## config.mk

```make
export PLATFORM = sky130hd
export DESIGN_NAME = cpmg_seq
export DESIGN_NICKNAME = d
export VERILOG_FILES = /design/src/rtl/cpmg_seq.sv
export SDC_FILE = /design/constraint.sdc
export NUM_CORES = 1
export LEC_CHECK = 0
export CORE_ASPECT_RATIO = 1.1
export CORE_MARGIN = 1
export CORE_UTILIZATION = 50
export CTS_CLUSTER_SIZE = 16
export DETAILED_ROUTE_END_ITERATION = 12
export GPL_ROUTABILITY_DRIVEN = 0
export PLACE_DENSITY = 0.77
export SETUP_SLACK_MARGIN = 0.2
export SYNTH_ARGS = -nofsm -noshare
export SYNTH_HDL_FRONTEND = slang
export SYNTH_SLANG_ARGS = --single-unit
```

## constraint.sdc

```tcl
create_clock -name clk -period 5.4 [get_ports clk]
set_input_delay 1.08 -clock clk [delete_from_list [all_inputs] [get_ports clk]]
set_output_delay 1.08 -clock clk [all_outputs]
set_load 0.02 [all_outputs]
```

## src/rtl/cpmg_seq.sv

```systemverilog
// cpmg_seq: CPMG pulse-train sequencer producing DDS amplitude words with start/busy/done handshake.
// Optional feature macro CPMG_PHASE_ALT_EN alternates the sign of successive 180 pulses.
module cpmg_seq #(
  parameter int DW = 16,
  parameter int CW = 32,
  parameter int NW = 16,
  parameter int S  = 2
) (
  input  logic          clk,
  input  logic          rst,
  input  logic          start,
  input  logic          abort,
  input  logic [15:0]   delay_cyc,
  input  logic [CW-1:0] t90,
  input  logic [CW-1:0] tau_l,
  input  logic [NW-1:0] n_echo,
  input  logic [DW-1:0] amp_90,
  input  logic [DW-1:0] amp_180,
  output logic [DW-1:0] data,
  output logic          acq_gate,
  output logic          phase,
  output logic [NW-1:0] echo_idx,
  output logic          busy,
  output logic          done
);
  localparam int TW = CW + 3;

  typedef enum logic [2:0] {IDLE, DELAY, P90, GAP1, P180, GAP2} state_t;

  state_t        state_q, state_d;
  logic [TW-1:0] cnt_q, cnt_d;
  logic [DW-1:0] data_q, data_d;
  logic          acq_q, acq_d;
  logic          phase_q, phase_d;
  logic [NW-1:0] echo_q, echo_d;
  logic          busy_q, busy_d;
  logic          done_q, done_d;

  logic [TW-1:0]        w90_q, g1_q;
  logic [NW-1:0]        n_q;
  logic [DW-1:0]        a90_q;
  logic signed [DW-1:0] a180_q;
  logic                 load_cfg;

  logic [TW-1:0]        w90_in, g1_in, delay_in;
  logic                 ph_next;
  logic signed [DW-1:0] p180_data;
  logic                 enter_p180, finish;

  assign w90_in   = {{(TW-CW){1'b0}}, t90} << S;
  assign g1_in    = {{(TW-CW){1'b0}}, tau_l} << S;
  assign delay_in = {{(TW-16){1'b0}}, delay_cyc};

`ifdef CPMG_PHASE_ALT_EN
  assign ph_next   = ~phase_q;
  assign p180_data = ph_next ? a180_q : -a180_q;
`else
  assign ph_next   = 1'b0;
  assign p180_data = a180_q;
`endif

  // Counter preload: an interval of length L occupies L cycles, never fewer than one.
  function automatic logic [TW-1:0] len_m1(input logic [TW-1:0] len);
    return (len == '0) ? '0 : len - TW'(1);
  endfunction

  always_comb begin
    state_d    = state_q;
    cnt_d      = cnt_q;
    data_d     = data_q;
    acq_d      = acq_q;
    phase_d    = phase_q;
    echo_d     = echo_q;
    busy_d     = busy_q;
    done_d     = 1'b0;
    load_cfg   = 1'b0;
    enter_p180 = 1'b0;
    finish     = 1'b0;
    if (abort && state_q != IDLE) begin
      state_d = IDLE;
      data_d  = '0;
      acq_d   = 1'b0;
      phase_d = 1'b0;
      busy_d  = 1'b0;
    end else if (state_q != IDLE && cnt_q != '0) begin
      cnt_d = cnt_q - TW'(1);
    end else begin
      case (state_q)
        IDLE: begin
          // done_q blocks a start that coincides with the completion pulse.
          if (start && !abort && !done_q) begin
            load_cfg = 1'b1;
            busy_d   = 1'b1;
            echo_d   = '0;
            phase_d  = 1'b0;
            if (delay_cyc == '0) begin
              state_d = P90;
              cnt_d   = len_m1(w90_in);
              data_d  = amp_90;
            end else begin
              state_d = DELAY;
              cnt_d   = delay_in - TW'(1);
            end
          end
        end
        DELAY: begin
          state_d = P90;
          cnt_d   = len_m1(w90_q);
          data_d  = a90_q;
        end
        P90: begin
          state_d = GAP1;
          cnt_d   = len_m1(g1_q);
          data_d  = '0;
        end
        GAP1: begin
          if (n_q == '0) finish = 1'b1;
          else           enter_p180 = 1'b1;
        end
        P180: begin
          state_d = GAP2;
          cnt_d   = len_m1(g1_q << 1);
          data_d  = '0;
          acq_d   = 1'b1;
        end
        GAP2: begin
          acq_d = 1'b0;
          if (echo_q < n_q) enter_p180 = 1'b1;
          else              finish = 1'b1;
        end
        default: state_d = IDLE;
      endcase
      if (enter_p180) begin
        state_d = P180;
        cnt_d   = len_m1(w90_q << 1);
        data_d  = p180_data;
        phase_d = ph_next;
        echo_d  = echo_q + NW'(1);
      end
      if (finish) begin
        state_d = IDLE;
        data_d  = '0;
        acq_d   = 1'b0;
        phase_d = 1'b0;
        busy_d  = 1'b0;
        done_d  = 1'b1;
      end
    end
  end

  always_ff @(posedge clk or posedge rst) begin
    if (rst) begin
      state_q <= IDLE;
      cnt_q   <= '0;
      data_q  <= '0;
      acq_q   <= 1'b0;
      phase_q <= 1'b0;
      echo_q  <= '0;
      busy_q  <= 1'b0;
      done_q  <= 1'b0;
    end else begin
      state_q <= state_d;
      cnt_q   <= cnt_d;
      data_q  <= data_d;
      acq_q   <= acq_d;
      phase_q <= phase_d;
      echo_q  <= echo_d;
      busy_q  <= busy_d;
      done_q  <= done_d;
    end
  end

  // Configuration snapshot taken on the accepting edge; ignored while busy.
  always_ff @(posedge clk) begin
    if (load_cfg) begin
      w90_q  <= w90_in;
      g1_q   <= g1_in;
      n_q    <= n_echo;
      a90_q  <= amp_90;
      a180_q <= amp_180;
    end
  end

  assign data     = data_q;
  assign acq_gate = acq_q;
  assign phase    = phase_q;
  assign echo_idx = echo_q;
  assign busy     = busy_q;
  assign done     = done_q;

endmodule

```

; Yosys cells after proc, flatten, opt, wreduce, memory -nomap -nowiden
; Index checks and enable logic that the tools add are counted.
[totals]
wordCells = 127
regBits = 186
[classes]
reduce_logical = 34
n_lt_le_gt_ge = 1
addsub = 8
bitwise = 2
mux = 59
eq_ne = 10
[op_table]
columns = op, n
row1 = two-way mux 35 bit, 9
row2 = zero test 35 bit, 5
row3 = two-way mux 16 bit, 9
row4 = one-hot mux 35 bit (4 select lines), 1
row5 = subtractor 34 x 1 -> 35 bit (second input constant), 3
row6 = subtractor 35 x 1 -> 35 bit (second input constant), 3
row7 = one-hot mux 16 bit (3 select lines), 1
row8 = nonzero test 35 bit, 1
row9 = zero test 16 bit, 2
row10 = two-way mux 1 bit, 29
row11 = subtractor 16 x 1 -> 17 bit (second input constant), 1
row12 = adder 16 x 1 -> 16 bit (second input constant), 1
row13 = < comparator 16 bit, 1
row14 = two-way mux 3 bit, 5
row15 = one-hot mux 3 bit (5 select lines), 1
row16 = AND reduction 3 bit, 4
row17 = nonzero test 4 bit, 3
row18 = nonzero test 6 bit, 2
row19 = != test 5 bit (second input constant), 2
row20 = nonzero test 3 bit, 3
row21 = AND reduction 4 bit, 2
row22 = == test 3 x 2 -> 1 bit (second input constant), 2
row23 = == test 3 bit (second input constant), 2
row24 = one-hot mux 1 bit (2 select lines), 3
row25 = 12 further kinds, 19

; Depth between registers and ports, before layout
[logic_depth]
word_depth = 9
depth_mapped = 12
ltp_nobuf = 10

; Least setup slack after synthesis
; OpenSTA, ideal clock, no wires.
[synth_path]
path_kind = in2reg
start = input abort
end = register a180_q[0] (enable)
setup_slack_ns = -0.168
setup_time_ns = 0.520
t_required_ns = 4.880
path_buffers = 2
stages = 5
arrival_time_ns = 5.048
cell_sequence = clkbuf_1 > a21oi_1 > nand2_1 > inv_1 > clkbuf_1
[synth_via]
elab_chain_cells = 7
word_cells_on_any_way = 8
[synth_rtl]
columns = item, line_no
row1 = from (decl), 12  ; input logic abort,
row2 = zero test 1 bit, 91  ; if (start && !abort && !done_q) begin
row3 = logical AND 1 bit (2 in a row), 91
row4 = two-way mux 1 bit, 91
row5 = two-way mux 1 bit, 88  ; case (state_q)
row6 = two-way mux 1 bit, 85  ; end else if (state_q != IDLE && cnt_q != '0) begin
row7 = two-way mux 1 bit *, 79  ; if (abort && state_q != IDLE) begin
row8 = named net load_cfg, 43  ; logic load_cfg;
row9 = to (signal assigned), 180  ; a180_q <= amp_180;
row10 = to (decl), 42  ; logic signed [DW-1:0] a180_q;
; The timed path passes the listed nets; every way through them passes the cells marked *.
; A chain may end at the register's enable or synchronous reset.

; Final worst setup path
[layout_path]
start = input delay_cyc[9]
end = register data_q[6], in the netlist data[6]
[layout_via]
elab_chain_cells = 3
[layout_rtl]
columns = item, line_no
row1 = from (decl), 13  ; input logic [15:0] delay_cyc,
row2 = zero test 16 bit, 96  ; if (delay_cyc == '0) begin
row3 = != test 5 bit (no line), n/a
row4 = AND reduction 4 bit (no line), n/a
row5 = to (signal assigned), 164  ; data_q <= data_d;
row6 = to (decl), 32  ; logic [DW-1:0] data_q, data_d;
; No other way between the ends.

==> results by group <==
STA
  • Tmin final: 4420 ps
  • Final Hold Fails: 0
  • Ratio of final minimum period to clock period: 81.8%
  • Setup Viol. Count Final: 0
  • Setup TNS: 0 ps
  • Worst Skew: 13.3 ps
  • Worst slew margin: 31.4%
  • FMAX: 0.226 GHz
  • RSZ-0062 raised after global routing: no
  • Least-Margin Pin Slew: 1030 ps
  • Max-slew violations: 0

Synthesis
  • Post-synthesis cell count: 1220
  • Avg Cell Area, Syn: 9.48 um2
  • Net Count, Synth: 1374
  • Post-synthesis async set-or-reset flop share: 39.5%
  • Main synth FF type: edfxtp_1
  • Sequential cell area fraction in the yosys report: 44.9%
  • Netlist Area Pre-Place: 0.0116 mm2
  • Number of synthesized register bits: 185
  • Ys Warns: 0
  • Number of flops mapped to enable cells by yosys: 112
  • Cell variety after synth: 83

Floorplanning
  • Chip width: 147 um
  • Number of cell rows: 58
  • Chip height: 161 um
  • Core Area: 0.0228 mm2
  • Die ar.: 0.0237 mm2
  • Num ports: 168
  • Initial core utilization: 50.7%

Route
  • Final wirelength: 33.9 mm
  • DRC violations left: 0
  • Drt initial violations: 1387
  • DR WL/cell: 20.3 um
  • Pre-antenna DRT Iters: 9
  • DR vias/cell: 6.44
  • Final ANT Viol Nets: 0
  • Vias: 10800

Clock tree
  • CTS H-tree depth: 4
  • Clk buf depth: 2
  • Postcts setup bufs: 0
  • Worst-Skew Late Latency: 450 ps
  • Clock Pin Slew Worst Setup and Hold Paths: 70 ps
  • Cts hold-fix bufs: 0
  • Clock Sinks: 185
  • CTS buffer count: 17
  • CTS root buffer: clkbuf_16
  • Resized Gates After CTS: 0
  • CTS tree: built

Pwr
  • Worst VDD drop: 299 uV
  • Internal Power: 3.86 mW
  • Switching Fraction: 43.5%
  • Sw power: 2.97 mW
  • Register share of total power: 36.3%
  • Comb pwr share: 44.8%
  • Power density over the cells: 485 mW/mm2
  • Clock network power share: 19.0%
  • Cell leakage power: 5.01 nW
  • Power Total: 6.83 mW

Setup path
  • Crit Path Max Fanout: 17
  • CP Data Required Time: 5730 ps
  • Arr. time, crit path: 4750 ps
  • Crit start category: input pin
  • CP endpoint kind: flip-flop
  • CP max-delay cell: a221o_1
  • CP Class: input pin to flip-flop
  • Worst-path cell chain: clkdlybuf4s50_1 -> or4_4 -> nor4_1 -> nand2_1 -> a221o_1 -> nand2b_1 -> o31ai_1
  • Worst Path Buf+Inv: 1
  • Crit path max-delay family: simple AND/OR/NAND/NOR gates
  • CP peak stage delay: 710 ps

Final layout
  • ANT cells: 0
  • Layout cells sized above 1: 6.42%
  • Synth-to-layout area growth: 21.8%
  • Fin nets: 1512

GRT
  • Tot GR Track Use: 29.2%
  • First-pass GRT wire length: 54.2 mm
  • Grt total ovfl: 0
  • Vias in the first global route: 10100
  • Initial antenna violation count: 0
  • Largest net degree at the start of global routing: 55

Placement
  • I/O Buffers: 166
  • Hpwl dp: 25.3 mm

Hold path
  • Hold crit path type: flip-flop to flip-flop

Flow run
  • Max Cap Violations: 0

Run status
  • Run status: complete, no violations
==> area by class of cell <==
cell class	count	area (um2)
clock buffer	17	425
clock inverter	15	176
fill	1937	8700
inverter	36	138
multi-input combinational	937	5990
sequential	185	5190
tap	300	375
timing repair buffer	181	1790
==> per-stage QoR <==
stage	hold slack, ps	area (um2)	worst slack, ps	std cells	utilization, %
global placement	462	13500	774	1639	59.2
finish	479	14100	981	1671	61.8
global route	513	14100	873	1671	61.8
floorplan	454	11600	1600	1220	-
detailed placement	468	13500	617	1639	59.2
CTS	485	14100	1050	1671	61.8
==> cell usage after synthesis (8+ instances only) <==
| master | count | area [um2] |
|---|---|---|
| dfrtp_1 | 73 | 1830 |
| nand3_1 | 26 | 130 |
| edfxtp_1 | 112 | 3360 |
| ha_1 | 22 | 275 |
| a21oi_1 | 48 | 240 |
| nor3_1 | 55 | 275 |
| nor4_1 | 43 | 269 |
| nand2b_1 | 18 | 113 |
| o21a_1 | 8 | 60.1 |
| xnor2_1 | 56 | 490 |
| inv_1 | 36 | 135 |
| nor2_1 | 134 | 503 |
| or2_2 | 10 | 62.6 |
| o22ai_1 | 23 | 144 |
| o211ai_1 | 9 | 67.6 |
| o21ai_0 | 79 | 395 |
| clkbuf_1 | 45 | 169 |
| xor2_1 | 49 | 429 |
| or3_1 | 29 | 181 |
| and3_1 | 8 | 50.1 |
| o31ai_1 | 29 | 218 |
| nand2_1 | 80 | 300 |
| a22oi_1 | 10 | 75.1 |
| o221ai_1 | 10 | 87.6 |
| nand4_1 | 22 | 138 |
| a221oi_1 | 21 | 184 |
| buf_2 | 9 | 45.0 |
| or4_1 | 21 | 158 |
==> path summary, 6_finish.rpt <==
path / startpoint / endpoint / slack (ps) / cells past startpoint
hold reg to reg: data[12] / data[12] / 480 / 2
setup / recovery: delay_cyc[9] / data[6] / 980 / 7
min in group asynchronous: rst / data[9] / 970 / 2
setup reg to reg: g1_q[12] / cnt_q[2] / 1500 / 9
max in group asynchronous: rst / cnt_q[24] / 3370 / 3
hold / removal: data[12] / data[12] / 480 / 2
==> registers in the layout, summed over array words and instances (netlist names) <==
name / count
state_q: 3
w90_q: 32
n_q: 16
a90_q: 16
g1_q: 32
echo_idx: 16
done: 1
busy: 1
cnt_q: 35
data: 16
acq_gate: 1
a180_q: 16
==> per-layer routing <==
layer | wire length (um) | GRT usage [%] | vias to the layer above
li1 | - | - | 4928
met1 | 13400 | 37.8 | 5050
met2 | 16000 | 48.0 | 655
met3 | 2920 | 4.97 | 132
met4 | 1590 | 13.0 | 0
met5 | 0 | 0 | -
==> cells in the final DEF, fill, tap and decap left out, drive strengths merged, types with 15 or more instances in the layout <==
cell,Yosys,layout
nand2,80,80
a21oi,48,48
o22ai,23,23
inv,36,46
xnor2,56,56
o31ai,29,29
nor2,135,135
clkbuf,46,17
a221oi,21,21
clkdlybuf4s50,0,166
nor4,47,47
buf,16,15
or3,31,31
xor2,49,49
nor3,57,57
or4,27,27
edfxtp,112,112
dfrtp,73,73
nand4,22,22
nand2b,18,18
ha,22,22
o21ai,86,86
nand3,26,26
==> kinds of logic (layout without fill, tap and decap cells) <==
family                   count (synthesis)  after routing  share of synthesized area (%)
buffers and inverters                   98            249                           3.52
adder cells (fa/ha/maj)                 22             22                           2.38
other                                    1              1                         0.0324
AND/OR/NAND/NOR                        497            497                           23.0
AO/OA/AOI/OAI                          308            308                           17.9
flip-flops                             185            185                           44.9
multiplexers                             4              4                          0.357
XOR/XNOR                               105            105                           7.95
==> power groups by stage <==
stage          registers [mW]  logic [mW]  clock network [mW]
6_report                 2.48        3.06                1.30
5_1_grt                  2.54        3.32                1.37
4_1_cts                  2.47        2.99                1.31
3_5_place_dp             2.49        2.98                   0
3_3_place_gp             2.46        2.93                   0
2_1_floorplan            2.45        2.06                   0
==> tightest hold or removal path, delay by kind of cell, from the launching register on <==
family	cells	cell delay, ps
DFF	1	340
and+or+nand+nor	1	50
AOI/OAI and AO/OA	1	50
(Power assumes the default switching activity.)
